[src/rtl/reg_arbiter.sv]
// Round-robin arbiter and write sequencer for one shared W-bit register.
// Optional REG_ARB_ABORT_EN: a grant is dropped if its request falls during the hold window.
module reg_arbiter #(
  parameter int unsigned N    = 4,
  parameter int unsigned W    = 8,
  parameter int unsigned HOLD = 2,
  localparam int unsigned PW  = (N > 1) ? $clog2(N) : 1
) (
  input  logic           clk,
  input  logic           res,
  input  logic [N-1:0]   req,
  input  logic [N*W-1:0] din,
  output logic [N-1:0]   gnt,
  output logic [N-1:0]   ack,
  output logic [W-1:0]   q,
  output logic [PW-1:0]  owner,
  output logic           busy
);

  typedef enum logic [1:0] {StIdle, StGrant, StDone} state_e;

  state_e        state_q, state_d;
  logic [PW-1:0] ptr_q, ptr_d;
  logic [7:0]    cnt_q, cnt_d;
  logic [N-1:0]  gnt_q, gnt_d;
  logic [N-1:0]  ack_q, ack_d;
  logic [W-1:0]  q_q, q_d;
  logic [PW-1:0] owner_q, owner_d;

  logic          sel_found;
  logic [PW-1:0] sel_idx;
  logic [PW-1:0] nxt_ptr;
  int unsigned   rr_j;

  // First requester at or after the pointer, wrapping modulo N.
  always_comb begin
    sel_found = 1'b0;
    sel_idx   = '0;
    rr_j      = 0;
    for (int unsigned k = 0; k < N; k++) begin
      rr_j = (32'(ptr_q) + k) % N;
      if (!sel_found && req[rr_j]) begin
        sel_found = 1'b1;
        sel_idx   = PW'(rr_j);
      end
    end
  end

  assign nxt_ptr = (owner_q == PW'(N - 1)) ? '0 : owner_q + 1'b1;

  always_comb begin
    state_d = state_q;
    ptr_d   = ptr_q;
    cnt_d   = cnt_q;
    gnt_d   = gnt_q;
    ack_d   = '0;
    q_d     = q_q;
    owner_d = owner_q;
    case (state_q)
      StIdle: begin
        if (sel_found) begin
          owner_d = sel_idx;
          gnt_d   = N'(1) << sel_idx;
          cnt_d   = 8'(HOLD - 1);
          state_d = StGrant;
        end
      end
      StGrant: begin
`ifdef REG_ARB_ABORT_EN
        if (!req[owner_q]) begin
          gnt_d   = '0;
          ptr_d   = nxt_ptr;
          state_d = StIdle;
        end else
`endif
        if (cnt_q != 8'd0) begin
          cnt_d = cnt_q - 8'd1;
        end else begin
          // din is sampled at this final grant edge, not at grant time.
          q_d     = din[owner_q*W +: W];
          gnt_d   = '0;
          ack_d   = N'(1) << owner_q;
          ptr_d   = nxt_ptr;
          state_d = StDone;
        end
      end
      StDone:  state_d = StIdle;
      default: state_d = StIdle;
    endcase
  end

  always_ff @(posedge clk) begin
    if (res) begin
      state_q <= StIdle;
      ptr_q   <= '0;
      cnt_q   <= '0;
      gnt_q   <= '0;
      ack_q   <= '0;
      q_q     <= '0;
      owner_q <= '0;
    end else begin
      state_q <= state_d;
      ptr_q   <= ptr_d;
      cnt_q   <= cnt_d;
      gnt_q   <= gnt_d;
      ack_q   <= ack_d;
      q_q     <= q_d;
      owner_q <= owner_d;
    end
  end

  assign gnt   = gnt_q;
  assign ack   = ack_q;
  assign q     = q_q;
  assign owner = owner_q;
  assign busy  = (state_q != StIdle);

endmodule

[config.mk]
export PLATFORM = sky130hd
export DESIGN_NAME = reg_arbiter
export DESIGN_NICKNAME = d
export VERILOG_FILES = /design/src/rtl/reg_arbiter.sv
export SDC_FILE = /design/constraint.sdc
export NUM_CORES = 1
export LEC_CHECK = 0
export ABC_AREA = 1
export BUFFER_PORTS_ARGS = -buffer_cell sky130_fd_sc_hd__buf_2
export CAP_MARGIN = 20
export CORE_UTILIZATION = 35
export DETAILED_ROUTE_END_ITERATION = 12
export PLACE_DENSITY_LB_ADDON = 0.3
export SYNTH_ARGS = -nofsm -noshare
export SYNTH_HDL_FRONTEND = slang
export SYNTH_SLANG_ARGS = --single-unit
[constraint.sdc]
create_clock -name clk -period 1.8 [get_ports clk]
set_clock_uncertainty 0.15 [all_clocks]
set_input_delay 0 -clock clk [delete_from_list [all_inputs] [get_ports clk]]
set_output_delay 0 -clock clk [all_outputs]
set_load 0.01 [all_outputs]
==> flow_metrics.py <==
metrics = {
    "run_status": {
        "outcome": "complete, no violations",
    },
    "worst_setup_path": {
        "cp-start-kind": "register",
        "r2r_end": "gnt[1]",
        "worstPathRequired_ps": 1860,
        "worst_r2r_path_depth": 11,
        "worst-setup-path-type": "register to register",
        "crit_path_top_delay_cell": "dfxtp_4",
        "path_cells": "buf_12 -> nand2_1 -> nand2_2 -> nand2_2 -> nand2_4 -> nor2_8 -> buf_6 -> nand4_1 -> nand3_1 -> nand3_1 -> a21oi_1",
        "crit_family": "simple AND/OR/NAND/NOR gates",
        "cp.arrival_ps": 1820,
        "ff2ff_setup_slack_ps": 50,
        "cp-startpoint": "ptr_q[0]",
        "critPathCaptureType": "register",
        "crit_buf_inv": 2,
        "slowest_delay_ps": 360,
        "r2r-start": "ptr_q[0]",
        "cp_max_fo": 6,
    },
    "floorplan": {
        "die_area_sq_um": 5470,
        "die_h_um": 74.0,
        "num_rows": 25,
        "core_area_sq_um": 4850,
        "start_util_pct": 37.4,
        "die_w_um": 74.0,
        "io_pins": 57,
    },
    "drt": {
        "via_count": 2191,
        "avgRoutedWirePerCell_um": 12.6,
        "top_layer_used": "met4",
        "ant_nets": 0,
        "wl_met3_um": 441,
        "drc": 0,
        "drtPass1Iterations": 5,
        "wl_met1_um": 2470,
        "via_per_inst": 4.89,
        "dr_wl_met2_um": 2650,
        "drtIter0Drc": 114,
        "drt-total-wl_um": 5660,
    },
    "grt": {
        "grt_pass1_vias": 2069,
        "grt_pass1_wl_um": 9070,
        "antenna_found_initial": 0,
        "overflow": 0,
        "grt.total_usage_pct": 21.3,
        "grt_max_degree": 19,
    },
    "cts": {
        "clock_path_buffers": 2,
        "cts-root-buf": "clkbuf_8",
        "cts_buffers": 5,
        "tritoncts": "yes",
        "cts_max_level": 2,
        "clk_pin_slew_ps": 70,
        "clock_latency_ps": 280,
        "cts_num_sinks": 30,
    },
    "cells_and_area": {
        "area_growth_pct": 60.0,
        "drive_gt1_share_pct": 32.5,
        "antenna_cells": 0,
        "nets": 421,
        "fin_area_sq_um": 2900,
    },
    "placement": {
        "io_buffers": 56,
        "dpl_cell_area_sq_um": 2200,
        "gp_congestion": 0.852,
        "dp_hpwl_um": 3200,
    },
    "hold_path": {
        "min_path_cells": 8,
        "hold_path_class": "input pin to register",
        "hold_path.startpoint": "req[2]",
        "hold_path_end": "gnt[0]",
    },
    "power_and_ir_drop": {
        "ir_worst_vdd_mv": 0.853,
        "p_leak_uw": 0.00139,
        "powerDensity_nw_per_um2": 1810,
    },
    "sta": {
        "setup_violations": 0,
        "worst_pin_slew_ps": 647,
        "grt_setup_unrepaired": "true",
        "slew_violations": 0,
        "finalCritPeriodShare_pct": 97.4,
        "fmaxAchievable_mhz": 571,
        "setup_tns_ps": 0,
        "fin_hold_ws_ps": 212,
        "slew_headroom_pct": 56.7,
        "final-hold-violation-count": 0,
        "layout_min_cycle_time_ps": 1750,
    },
    "run": {
        "cap_violations": 0,
    },
    "synth": {
        "ys_warn_count": 0,
        "netlist_area_sq_um": 1810,
        "synth_cells": 274,
        "syn-mean-instance-area_sq_um": 6.62,
        "synth_cell_types": 26,
        "synth_nets": 315,
        "ys_ff_latch": 30,
        "synth-seq-area-share_pct": 33.1,
    },
}
## registers in the layout, summed over array words and instances (netlist names)
register and flops:
ack 4, cnt_q 8, gnt 4, owner 2, ptr_q 2, q 8, state_q 2
## layer usage
layer / vias to the layer above / GRT usage (%)
met4: 0 / 10.0
met3: 12 / 5.28
met5: - / 0
met1: 967 / 26.6
met2: 99 / 34.6
li1: 1113 / -
## cell usage after synthesis
cell type	count	share of area, %
nand3_2	1	0.55
a21oi_1	17	4.7
o21ai_4	1	0.90
o21ai_0	27	7.5
xor2_1	5	2.4
nand4_1	4	1.4
clkinv_1	1	0.21
o211ai_1	1	0.41
a31oi_1	9	3.1
nand3b_1	2	0.83
o31ai_1	1	0.41
nor2_1	52	11
nand2_4	4	2.5
dfxtp_1	30	33
nand2_2	5	1.7
ha_1	3	2.1
nand3_1	23	6.3
inv_1	20	4.1
clkbuf_1	6	1.2
buf_8	1	0.83
nand2_1	52	11
nand3b_4	1	1.1
nor2_8	1	1.1
buf_4	2	0.83
inv_2	4	0.83
o21ai_1	1	0.28
## where the power goes
part           switching, uW  internal, uW  total (uW)
sequential               163           884        1050
combinational           1980          1350        3340
clock                    268           591         859
## timing repair
action / 4_1_cts / 5_1_grt
hold buffers: 33 / 0
hold endpoints to repair: 20 / 0
gates resized for setup: 1 / 44
setup buffers: 0 / 9
gates cloned: 0 / 1
pin swaps: 0 / 19
setup endpoints to repair: 2 / 23
## cells by family after synthesis
kind of cell	count (synthesis)	share of synthesized area (%)
compound gates	57	17.3
xor+xnor	5	2.42
fa+ha+maj	3	2.07
simple gates	145	37.1
buf+inv	34	8.07
flops	30	33.1
## worst max path at each step
stage,end,cells after the start
2_1_floorplan,cnt_q[2],10
3_3_place_gp,gnt[1],12
3_5_place_dp,gnt[1],12
4_1_cts,owner[0],10
5_1_grt,gnt[1],12
6_report,gnt[1],11
## final cells by class
cell class                 instances  area (sq um)
tap                               67          83.8
timing repair buffer             107           773
clock buffer                       6          82.6
multi-input combinational        211          1190
sequential                        30           606
inverter                          25           106
fill                             403          1950
clock inverter                     2          60.1
## worst reg2reg max path, cell delays in order, from the launching register on
cell	delay, ps
dfxtp_4	360
buf_12	130
nand2_1	80
nand2_2	80
nand2_2	100
nand2_4	80
nor2_8	130
buf_6	120
nand4_1	80
nand3_1	140
nand3_1	90
a21oi_1	150
## layout by cell type (no fill, tap or decap), drive strengths merged
| cell | count |
|---|---|
| buf | 74 |
| nand2 | 62 |
| nor2 | 53 |
| dlygate4sd3 | 33 |
| dfxtp | 30 |
| o21ai | 29 |
| inv | 24 |
| nand3 | 24 |
| a21oi | 17 |
| a31oi | 9 |
| clkbuf | 6 |
| xor2 | 5 |
| nand4 | 4 |
| ha | 3 |
| nand3b | 3 |
| bufinv | 2 |
| o31ai | 1 |
| o211ai | 1 |
| clkinv | 1 |
## through the flow
stage                     total power (uW)  instances  util [%]  worst slack (ps)
after CTS                             4590        438      55.3              8.66
after floorplan                       3030        274         -               176
after global placement                3630        397      45.5              8.61
after global routing                  5690        448      59.8             -52.2
after detailed placement              3650        397      45.5             -25.9
final                                 5240        448      59.8              47.2
Note: power is estimated with default switching activity, not from simulation.
